### config.mk
export PLATFORM = sky130hd
export DESIGN_NAME = seq_adder
export DESIGN_NICKNAME = d
export VERILOG_FILES = /design/src/rtl/seq_adder.sv
export SDC_FILE = /design/constraint.sdc
export NUM_CORES = 1
export LEC_CHECK = 0
export CORE_MARGIN = 8
export CORE_UTILIZATION = 52
export DETAILED_ROUTE_END_ITERATION = 6
export GPL_TIMING_DRIVEN = 0
export PLACE_DENSITY = 0.78
export SETUP_SLACK_MARGIN = 0.02
export SLEW_MARGIN = 20
export SYNTH_ARGS = -nofsm -noshare
export SYNTH_HDL_FRONTEND = slang
export SYNTH_SLANG_ARGS = --single-unit
### constraint.sdc
create_clock -name clk -period 2 [get_ports clk]
set_input_delay 0.4 -clock clk [delete_from_list [all_inputs] [get_ports clk]]
set_output_delay 0.4 -clock clk [all_outputs]
set_load 0.05 [all_outputs]
### src/rtl/seq_adder.sv
// Multi-cycle adder/subtractor: processes DIGIT bits per clock through a registered
// carry, with a start/busy/done handshake and signed-overflow detection.
module seq_adder #(
    parameter int WIDTH = 8,
    parameter int DIGIT = 1
) (
    input  logic             clk,
    input  logic             rst_n,
    input  logic             start_i,
    input  logic [WIDTH-1:0] a_i,
    input  logic [WIDTH-1:0] b_i,
    input  logic             c_i,
    input  logic             sub_i,
    output logic             busy_o,
    output logic             done_o,
    output logic [WIDTH-1:0] sum_o,
    output logic             cout_o,
    output logic             ovf_o
);

    localparam int N  = (DIGIT > 0) ? WIDTH / DIGIT : 1;
    localparam int CW = (N > 1) ? $clog2(N) : 1;
    localparam logic [CW-1:0] LAST = CW'(N - 1);

    if (WIDTH < 1 || DIGIT < 1 || (WIDTH % DIGIT) != 0) begin : g_badParams
        $error("seq_adder: DIGIT must be >= 1 and divide WIDTH");
    end

    typedef enum logic {IDLE, RUN} state_t;

    state_t           state_q;
    logic [WIDTH-1:0] aShift_q;
    logic [WIDTH-1:0] bShift_q;
    logic [WIDTH-1:0] psum_q;
    logic             carry_q;
    logic             aMsb_q;
    logic             bMsb_q;
    logic [CW-1:0]    cnt_q;
    logic             busy_q;
    logic             done_q;
    logic [WIDTH-1:0] sum_q;
    logic             cout_q;
    logic             ovf_q;

    logic [DIGIT:0]       digitAdd_d;
    logic [WIDTH+DIGIT-1:0] psumWide;
    logic [WIDTH-1:0]     psum_d;
    logic [WIDTH-1:0]     aShift_d;
    logic [WIDTH-1:0]     bShift_d;

    // New digits enter at the top of the partial sum, so after N shifts the LSB digit lands at bit 0.
    always_comb begin
        digitAdd_d = {1'b0, aShift_q[DIGIT-1:0]} + {1'b0, bShift_q[DIGIT-1:0]}
                   + {{DIGIT{1'b0}}, carry_q};
        psumWide   = {digitAdd_d[DIGIT-1:0], psum_q};
        psum_d     = psumWide[WIDTH+DIGIT-1:DIGIT];
        aShift_d   = aShift_q >> DIGIT;
        bShift_d   = bShift_q >> DIGIT;
    end

    always_ff @(posedge clk or negedge rst_n) begin
        if (!rst_n) begin
            state_q  <= IDLE;
            aShift_q <= '0;
            bShift_q <= '0;
            psum_q   <= '0;
            carry_q  <= 1'b0;
            aMsb_q   <= 1'b0;
            bMsb_q   <= 1'b0;
            cnt_q    <= '0;
            busy_q   <= 1'b0;
            done_q   <= 1'b0;
            sum_q    <= '0;
            cout_q   <= 1'b0;
            ovf_q    <= 1'b0;
        end else begin
            case (state_q)
                IDLE: begin
                    done_q <= 1'b0;
                    if (start_i) begin
                        aShift_q <= a_i;
                        bShift_q <= b_i ^ {WIDTH{sub_i}};
                        carry_q  <= c_i ^ sub_i;
                        aMsb_q   <= a_i[WIDTH-1];
                        bMsb_q   <= b_i[WIDTH-1] ^ sub_i;
                        cnt_q    <= '0;
                        psum_q   <= '0;
                        busy_q   <= 1'b1;
                        state_q  <= RUN;
                    end
                end
                RUN: begin
                    aShift_q <= aShift_d;
                    bShift_q <= bShift_d;
                    psum_q   <= psum_d;
                    carry_q  <= digitAdd_d[DIGIT];
                    cnt_q    <= cnt_q + CW'(1);
                    if (cnt_q == LAST) begin
                        sum_q   <= psum_d;
                        cout_q  <= digitAdd_d[DIGIT];
                        ovf_q   <= (aMsb_q == bMsb_q) && (psum_d[WIDTH-1] != aMsb_q);
                        done_q  <= 1'b1;
                        busy_q  <= 1'b0;
                        state_q <= IDLE;
                    end
                end
                default: state_q <= IDLE;
            endcase
        end
    end

    assign busy_o = busy_q;
    assign done_o = done_q;
    assign sum_o  = sum_q;
    assign cout_o = cout_q;
    assign ovf_o  = ovf_q;

endmodule
### Yosys cells after proc, flatten, opt, wreduce, memory -nomap -nowiden

Index checks and enable logic that the tools add are counted.

| word-level totals | value |
|---|---|
| bits in registers | 43 |
| word-level logic and storage cells | 47 |
| output and inout bits | 12 |
| bits of input ports | 21 |

| operators by class | value |
|---|---|
| reduce and logical (&&, ||, !) cells | 4 |
| equality and inequality tests | 5 |
| bitwise logic cells | 4 |
| $add $sub $neg | 3 |
| multiplexer cells | 18 |

Operator list:

| kind | number |
|---|---|
| 8-bit one-hot mux with 2 select lines | 3 |
| 8-bit two-way mux | 3 |
| 1-bit one-hot mux with 2 select lines | 4 |
| 8-bit bitwise XOR | 1 |
| 1-bit two-way mux | 6 |
| 3-bit one-hot mux with 2 select lines | 1 |
| 2-bit AND reduction | 3 |
| 3-bit by 1-bit adder with 3-bit output (second input constant) | 1 |
| 3-bit equality test (second input constant) | 1 |
| 3-bit two-way mux | 1 |
| 1-bit by 1-bit adder with 2-bit output | 1 |
| 2-bit by 1-bit adder with 2-bit output | 1 |
| 2-bit by 1-bit inequality test with 1-bit output (second input constant) | 1 |
| 2-bit inequality test (second input constant) | 1 |
| 1-bit bitwise XOR | 2 |
| 1-bit equality test | 1 |
| 1-bit logical AND | 1 |
| 1-bit inequality test | 1 |
| 1-bit NOT | 1 |

### Longest topological paths before layout

| depth | value |
|---|---|
| depth in word-level cells | 4 |
| mapped depth | 6 |
| gate-level depth less buffers | 5 |

### Worst setup path before layout

Ideal clock, no wire load.

| timing path | value |
|---|---|
| path type | reg2reg |
| start | register cnt_q[0] |
| end | register sum_q[3] (netlist: sum_o[3]) |
| slack | 0.571 ns |
| clock period less this slack | 1.429 ns |
| cell stages (with the launch flop) | 6 |
| buffers on the path | 1 |
| arrival time | 1.304 ns |
| cell sequence | dfrtp_1 ha_1 ha_1 nand2_4 buf_6 mux2_4 |

| between the ends | value |
|---|---|
| cells in the longest elaborated chain, start to end | 2 |

Ends and longest elaborated chain:

| item | line | source |
|---|---|---|
| start, declared | 38 | `logic [CW-1:0] cnt_q;` |
| start signal, assigned | 97 | `cnt_q <= cnt_q + CW'(1);` |
| 3-bit equality test | 98 | `if (cnt_q == LAST) begin` |
| 2-bit AND reduction (no line) | n/a |  |
| end signal, assigned | 99 | `sum_q <= psum_d;` |
| end, declared | 41 | `logic [WIDTH-1:0] sum_q;` |

Every way passes these cells.
A chain may end at the register's enable or synchronous reset.

### Worst setup path after layout

| timing path | value |
|---|---|
| start | register cout_q (netlist: cout_o) |
| end | output port cout_o |

RTL lines:

| item | line | source |
|---|---|---|
| start, declared | 42 | `logic cout_q;` |
| start signal, assigned | 100 | `cout_q <= digitAdd_d[DIGIT];` |
| end, declared | 17 | `output logic cout_o,` |

No word-level cell between the ends.

==> results.sh <==
export IMPL_antenna_found_initial=0
export IMPL_drc=0
export IMPL_critPathMaxFanout=2
export IMPL_hold_path_class="in -> async"
export IMPL_antennaDiodeCount=0
export IMPL_cpMaxStageDelayCell="clkdlybuf4s50_1"
export IMPL_synthAdderAreaFrac=0.0300
export IMPL_setup_violations=0
export IMPL_synth_compound_area_share=0.0973
export IMPL_cellLeakagePower_uw=0.00112
export IMPL_yosys_warnings=0
export IMPL_avgSynthCellArea_sq_um=11.4
export IMPL_die_x_microns=76.7
export IMPL_htree_num_levels=2
export IMPL_cts_resized=0
export IMPL_yosys_area_share_simple=0.0901
export IMPL_clk_latency_ns=0.29
export IMPL_synth_largest_area_cell="dfrtp_1"
export IMPL_dieArea_sq_um=5880
export IMPL_dpl_worst_slack_ns=0.431
export IMPL_num_fill_cells=297
export IMPL_track_usage=0.143
export IMPL_synth_common_cells="dfrtp_1 (42), nand2_1 (27), o21ai_0 (25), mux2i_1 (15)"
export IMPL_worst_pin_slew_ns=0.542
export IMPL_rows=22
export IMPL_setup_tns_ns=0
export IMPL_post_synth_xor_area_fraction=0.0411
export IMPL_skew_ns=0.00354
export IMPL_arrival_ns=1.47
export IMPL_cts_root_buf="clkbuf_8"
export IMPL_placed_area_sq_um=2300
export IMPL_ir_worst_vdd_mv=0.697
export IMPL_slew_viol_final=0
export IMPL_die_height_microns=76.7
export IMPL_busiest_layer="met2"
export IMPL_critPathTopFamily="buffers and inverters"
export IMPL_grtUsageMet1=0.164
export IMPL_yosysMostFrequentCell="dfrtp_1"
export IMPL_cap_violations=0
export IMPL_design_core_area_sq_um=3610
export IMPL_cts_tree="yes"
export IMPL_grt_max_degree=23
export IMPL_power_density_nw_per_um2=1480
export IMPL_place_congestion=0.824
export IMPL_boundaryPins=33
export IMPL_syn_instance_count=168
export IMPL_postCtsSetupRepairBufs=0
export IMPL_synth_top_family_by_area="multiplexers"
export IMPL_ys_ff_latch=42
export IMPL_slowest_delay_ns=0.81
export IMPL_post_route_period_util=0.935
export IMPL_yosysUniqueCellTypes=25
export IMPL_dp_hpwl_microns=2910
export IMPL_grt_pass1_vias=1503
export IMPL_fin_crit_ns=1.87
export IMPL_cts_buffers=5
export IMPL_routed_wl_microns=3840
export IMPL_outcome="complete, no violations"
export IMPL_timing_slew_headroom=0.638
export IMPL_drive_gt1_frac=0.131
export IMPL_clk_pin_slew_ns=0.07
export IMPL_vias=1352
export IMPL_synthMuxAreaShare=0.133
export IMPL_ys_async_sr_fraction=1.00
export IMPL_synth_nets=193
export IMPL_clk_path_buf_depth=2
export IMPL_grt_first_pass_wirelength_microns=6880
export IMPL_cts_hold_buf=0
export IMPL_ant_nets=0
export IMPL_end_kind="primary output"
export IMPL_layout_cells_non_filler=254
export IMPL_use_met3=0.0385
export IMPL_vias_per_cell=5.32
export IMPL_netlist_area_sq_um=1920
export IMPL_grt_ovfl_total=0
export IMPL_initial_core_util=0.531
export IMPL_dp_cells=247
export IMPL_numPortBuffers=30
export IMPL_crit_required_ns=1.60
export IMPL_synth_edf_count=0
export IMPL_clkSinkCount=42
export IMPL_worst_path_buf_inv=1
export IMPL_finalHoldViolCount=0
export IMPL_drtIter0Drc=86
export IMPL_rsz0062_at_grt="no"
export IMPL_routedWlPerCell_microns=15.1
export IMPL_netlist_top_cells_area="dfrtp_1 (55%), mux2i_1 (7.8%), o21ai_0 (6.5%), nand2_1 (5.3%), xor2_1 (3.7%)"
export IMPL_path_cells="clkdlybuf4s50_1"
export IMPL_setup_slack_ns=0.131
export IMPL_critPathKind="reg -> out"
export IMPL_grt_util_met2=0.236
export IMPL_yosysSeqAreaShare=0.549
export IMPL_syn_to_final_growth_pct=24.0
export IMPL_critPathLaunchType="flop"
export IMPL_fin_nets=231
export IMPL_fmax_ghz=0.535
export IMPL_finalInstanceArea_sq_um=2370
export IMPL_synthFlopType="dfrtp_1"
export IMPL_drt_pass1_iter_count=5
export IMPL_yosysTopAreaCellShare=0.549
[worst paths after layout]
check,cells after the start,end,slack [ns],start
worst max-delay path,1,cout_o,0.13,cout_o$_DFFE_PN0P_
worst min-delay path,1,psum_q[3]$_DFFE_PN0P_,0.08,rst_n
worst max register to register,5,sum_o[5]$_DFFE_PN0P_,0.49,cnt_q[0]$_DFFE_PN0P_
worst min register to register,2,ovf_o$_DFFE_PN0P_,0.49,ovf_o$_DFFE_PN0P_
max in group asynchronous,2,aShift_q[7]$_DFFE_PN0P_,1.44,rst_n
min in group clk,3,state_q$_DFF_PN0_,0.44,start_i
[power breakdown]
part           leakage, uW  internal, uW  switching (uW)  total [uW]
registers         0.000530          1220             221        1440
logic             0.000555           658             916        1570
clock network    0.0000383           240             268         508
[placed cells by master, fill, tap and decap left out, types with 5 or more instances in the layout]
cell and n:
xor2_1 8, inv_1 6, dfrtp_1 42, o21ai_0 25, buf_4 6, mux2i_1 15
nor2_1 8, clkbuf_8 5, clkdlybuf4s50_1 29, nand2_1 27
[flip-flops by register name, summed over array words and instances, names as in the netlist, 3 cells and up]
| register | count |
|---|---|
| sum_o | 8 |
| psum_q | 7 |
| aShift_q | 8 |
| bShift_q | 8 |
| cnt_q | 3 |
[per-stage QoR]
step | hold slack [ns] | utilization | total power (uW)
floorplan | 0.104 | - | 2530
global route | 0.121 | 0.659 | 3780
finish | 0.0823 | 0.659 | 3520
detailed placement | 0.420 | 0.637 | 3050
global placement | 0.461 | 0.631 | 2970
CTS | 0.0989 | 0.659 | 3570
[logic make-up after synthesis]
logic type / count (synthesis)
AOI/OAI and AO/OA: 33
xor gates and xnor gates: 9
buffers and inverters: 17
adders and majority gates: 4
and+or+nand+nor: 40
DFF: 42
muxes: 23
[final cells by class]
type / count / area, sq um / share of cell area
inverter: 6 / 22.5 / 0.00948
sequential: 42 / 1050 / 0.443
multi-input combinational: 109 / 751 / 0.316
timing repair buffer: 31 / 323 / 0.136
buffer: 11 / 91.3 / 0.0385
tap: 48 / 60.1 / 0.0253
clock buffer: 7 / 76.3 / 0.0321
[per-layer routing]
metal,wire [microns],vias up
li1,-,639
met1,1640,664
met2,1920,44
met3,214,5
met4,57,0
met5,0,-
(Power assumes the default switching activity.)
==> edit 1 (same flow settings) <==
Put one more register stage on the output `ovf_o`. The value now appears one clock later. The other outputs are not delayed to match.
--- a/src/rtl/seq_adder.sv
+++ b/src/rtl/seq_adder.sv
@@ -113,6 +113,8 @@
     assign done_o = done_q;
     assign sum_o  = sum_q;
     assign cout_o = cout_q;
-    assign ovf_o  = ovf_q;
+    always_ff @(posedge clk) begin
+        ovf_o <= ovf_q;
+    end
 
 endmodule
Formal check against the unedited RTL: not equivalent (a bounded check fails within 10 cycles, from zero or initial values and one cycle with rst_n low).
==> edit 1 against the unedited design <==
Final area rose by 1.3%. Synthesized area rose by 1.0%. Critical path type unchanged. Largest power group unchanged. Setup slack got worse by 20 ps. Wire length rose by 0.21%. Sequential cell count rose by 1. Power rose by 1.2%.
==> edit 1: results (changes against the unedited design) <==
| Metric | Value |
|---|---|
| Status | `complete, no violations` |
| 1st-iter DRT viols | `107 (+24%)` |
| Signal buffers | `43 (+2.4%)` |
| NumNets Final | `233 (+0.87%)` |
| Leakage dissipation | `1.14 nW (+1.1%)` |
| Place WS | `442 ps (+10.6 ps)` |
| Placed cell areas | `2310 um^2 (+0.54%)` |
| Vias per cell | `5.16 (-3.1%)` |
| End of the critical path | `sum_o[0]` |
| Port-buffer cells | `30 (unchanged)` |
| Placer Congestion | `0.772 (-6.4%)` |
| Vias in the first global route | `1,468 (-2.3%)` |
| #MultiIn Comb | `109 (unchanged)` |
| Tightest Hold Check Type | `reg -> reg` |
| Mapped Cells | `169 (+0.60%)` |
| CTS-repair resized insts | `0 (unchanged)` |
| Initial Util | `53.3% (+0.15 points)` |
| Clk slew on worst S/H paths | `approximately 80 ps` |
| Hold Worst Slack | `380 ps (+298 ps)` |
| Reg2reg path depth | `5 (unchanged)` |
| GRT Overall Usage | `13.8% (-0.50 points)` |
| Ranking of synthesized cells by area | `dfrtp_1 (54%), mux2i_1 (7.8%), o21ai_0 (6.5%)` |
| RR Endpoint | `sum_o[4]$_DFFE_PN0P_` |
| Dpl cells | `248 (+0.40%)` |
| Layout cells sized above 1 | `13.9% (+0.77 points)` |
| Final HPWL from detailed placement | `2.84 mm (-2.4%)` |
| Initial antenna violation count | `0 (unchanged)` |
| Fraction of area in multi-input gates | `31.2% (-0.41 points)` |
| First-pass GRT wire length | `6.69 mm (-2.7%)` |
| Least-Margin Pin Slew | `503 ps (-39.7 ps)` |
| Max VDD drop | `0.681 mV (-2.4%)` |
| Peak fanout along the critical path | `2 (unchanged)` |
| Synth async-reset ratio | `97.7% (-2.3 points)` |
| Via count | `1,325 (-2.0%)` |
| P_int | `0.00215 W (+1.3%)` |
| Post-Route WL | `3.84 mm (+0.21%)` |
| Worst setup path startpoint | `sum_o[0]$_DFFE_PN0P_` |
| Final period util | `94.5% (+1.0 points)` |
| Worst R2R Setup Slack | `480 ps` |
| Synth Register Bits | `43 (+2.4%)` |
| Netlist cell types | `26 (+4.0%)` |
| Hold Path End | `ovf_o$_DFF_P_` |
| Arrival time worst endpoint | `1490 ps (+20 ps)` |
| Syn nets | `194 (+0.52%)` |
| Htree depth | `2 (unchanged)` |
| Non-clock buffer share | `17.3% (-0.12 points)` |
| Largest net degree at the start of global routing | `31 (+35%)` |
| Seq/Total Area, Yosys | `55.3% (+0.47 points)` |
| CLK BUF | `6 (-1)` |
| Clock-cell share of area | `3.54% (+0.32 points)` |
| Core Util, Final | `66.2% (+0.36 points)` |
| Layout Skew | `7.30 ps (+3.76 ps)` |
| DRT Pass-1 Iters | `4 (-1)` |
| Filler cell count | `302 (+1.7%)` |
| Reg area | `1070 um^2 (+1.9%)` |
| Post-Synthesis Cell Area | `1940 um^2 (+1.0%)` |
| Hold buffer count at cts | `1 (+1)` |
-- edit 1: cell families (layout without fill, tap and decap cells) --
family	after synthesis	after routing	synth area share, %
DFF	43	43	55.3
muxes	23	23	13.2
xor gates and xnor gates	9	9	4.07
and+or+nand+nor	40	40	8.92
adders and majority gates	4	4	2.97
AOI/OAI and AO/OA	33	33	9.63
buffers and inverters	17	57	5.88
-- edit 1: power groups by stage --
stage	clock network [W]	registers, W	logic, W
final	0.000537	0.00147	0.00156
after global routing	0.000581	0.00152	0.00171
after CTS	0.000540	0.00147	0.00158
after detailed placement	0	0.00149	0.00157
after global placement	0	0.00146	0.00153
after floorplan	0	0.00183	0.000724
-- edit 1: routing by layer --
| layer | vias to the layer above | part of all wire (%) | global-route usage, % |
|---|---|---|---|
| met3 | 8 | 5.0 | 4.43 |
| met5 | - | 0 | 0 |
| met1 | 645 | 46 | 16.6 |
| met4 | 0 | 1.5 | 5.09 |
| li1 | 640 | - | - |
| met2 | 32 | 48 | 22.6 |
==> edit 2 (same flow settings) <==
Made on the original files. The parameter `WIDTH` goes from 8 to 16.
--- a/src/rtl/seq_adder.sv
+++ b/src/rtl/seq_adder.sv
@@ -1,7 +1,7 @@
 // Multi-cycle adder/subtractor: processes DIGIT bits per clock through a registered
 // carry, with a start/busy/done handshake and signed-overflow detection.
 module seq_adder #(
-    parameter int WIDTH = 8,
+    parameter int WIDTH = 16,
     parameter int DIGIT = 1
 ) (
     input  logic             clk,
Ports: changed (resized a_i, b_i and sum_o); port bits go from 33 to 57. The function was not compared with the original's and may differ.
==> edit 2 against the unedited design <==
Core utilization increased by 1.8 points. Setup slack got worse by 60 ps. Sequential cell count increased by 33. Power increased by 78%. Synthesized cell count increased by 79%. Wire length increased by 78%. Clock skew increased by 8.9 ps. Count of clock-buffer cells in the layout increased by 3. Final area increased by 81%. Synthesized area increased by 79%. Global-route usage increased by 0.54 points. Sequential share of layout area decreased by 0.60 points. Critical path type unchanged. Highest routed layer unchanged.
==> edit 2: results (changes against the unedited design) <==
| Metric | Value |
|---|---|
| Status | `complete, no violations` |
| RR Endpoint | `sum_o[13]$_DFFE_PN0P_` |
| Reg2reg path depth | `4 (-1)` |
| GRT Overall Usage | `14.9% (+0.54 points)` |
| Htree depth | `3 (+1)` |
| Leakage dissipation | `2.04 nW (+82%)` |
| Hold Worst Slack | `35.2 ps (-47.1 ps)` |
| Seq/Total Area, Yosys | `54.8% (-0.062 points)` |
| Layout Skew | `12.5 ps (+8.94 ps)` |
| Final HPWL from detailed placement | `4.92 mm (+69%)` |
| PD cells | `1460 nW/um^2 (-1.9%)` |
| Postcts setup bufs | `0 (unchanged)` |
| CTS Buffer Depth | `2 (unchanged)` |
| Hold buffer count at cts | `0 (unchanged)` |
| Ranking of synthesized cells by area | `dfrtp_1 (55%), mux2i_1 (10%), o21ai_0 (6.9%)` |
| Vias in the first global route | `2,458 (+64%)` |
| Met2 WL | `3.17 mm (+65%)` |
| Port-buffer cells | `54 (+80%)` |
| NumNets Final | `406 (+76%)` |
| Clk slew on worst S/H paths | `80 ps` |
| Synth top cells by count | `dfrtp_1 (75), nand2_1 (52), o21ai_0 (47)` |
| GRT met3 Usage | `3.91% (+0.066 points)` |
| Clock tree root driver cell | `clkbuf_8` |
| End of the critical path | `ovf_o` |
| Met3 wire len | `342 um (+60%)` |
| Total CTS buffers | `9 (+4)` |
| 1st-iter DRT viols | `91 (+5.8%)` |
| Max VDD drop | `1.11 mV (+58%)` |
| Place WS | `428 ps (-3.27 ps)` |
| Met1 Wirelength | `3.27 mm (+99%)` |
| Filler cell count | `473 (+59%)` |
| Placer Congestion | `0.753 (-8.6%)` |
| Clock Power Share | `20.2% (+5.8 points)` |
| Final hold vios | `0 (unchanged)` |
| First-pass GRT wire length | `11.6 mm (+69%)` |
| Worst R2R Setup Slack | `530 ps (+40 ps)` |
| Vias per cell | `5.21 (-2.0%)` |
| Worst-Skew Late Latency | `340 ps (+50 ps)` |
| CP delay by family, top | `buffers and inverters` |
| Met2 GRT Util | `22.9% (-0.70 points)` |
| Max incr delay on CP | `810 ps (about the same)` |
| Largest net degree at the start of global routing | `41 (+78%)` |
| Syn nets | `340 (+76%)` |
| Final period util | `96.4% (+3.0 points)` |
| Slew headroom | `65.4% (+1.6 points)` |
| Worst setup path startpoint | `ovf_o$_DFFE_PN0P_` |
| Netlist cell types | `25 (unchanged)` |
| Layout cells sized above 1 | `14.0% (+0.87 points)` |
| Post-Route WL | `6.84 mm (+78%)` |
| DRT Pass-1 Iters | `4 (-1)` |
| Synth async-reset ratio | `100% (unchanged)` |
| Initial antenna violation count | `0 (unchanged)` |
| Met1 usage | `19.1% (+2.7 points)` |
| Maxcap violations | `0 (unchanged)` |
| P_int | `0.00388 W (+83%)` |
| Combinational Power | `0.00249 W (+59%)` |
| Arrival time worst endpoint | `1530 ps (+60 ps)` |
| Top sig layer | `met4` |
## edit 2: logic make-up after synthesis
family,Yosys count,synth area share (%)
DFF,75,54.8
adders and majority gates,2,0.950
buffers and inverters,24,4.13
muxes,51,16.7
and+or+nand+nor,77,10.3
xor gates and xnor gates,19,4.86
AOI/OAI and AO/OA,53,8.22
## edit 2: stage by stage
step	area, um^2	TNS, ps	cells
floorplan	3420	0	301
global placement	4060	-150710	432
detailed placement	4080	0	433
CTS	4300	0	449
global route	4300	0	449
finish	4300	0	449
## edit 2: area by class of cell
class                   instances  area [um^2]  area share, %
clock inverters                 6         90.1           2.10
flip-flops and latches         75         1880           43.7
repair buffers                 55          561           13.0
multi-input cells             202         1410           32.7
clock buffers                  10          128           2.97
inverters                       3         11.3          0.262
well taps                      77         96.3           2.24
plain buffers                  21          130           3.03
## edit 2: timing repair
item,in CTS,in global routing
hold endpoints to repair,0,0
resized for setup,0,1
endpoints found under the setup margin,0,1
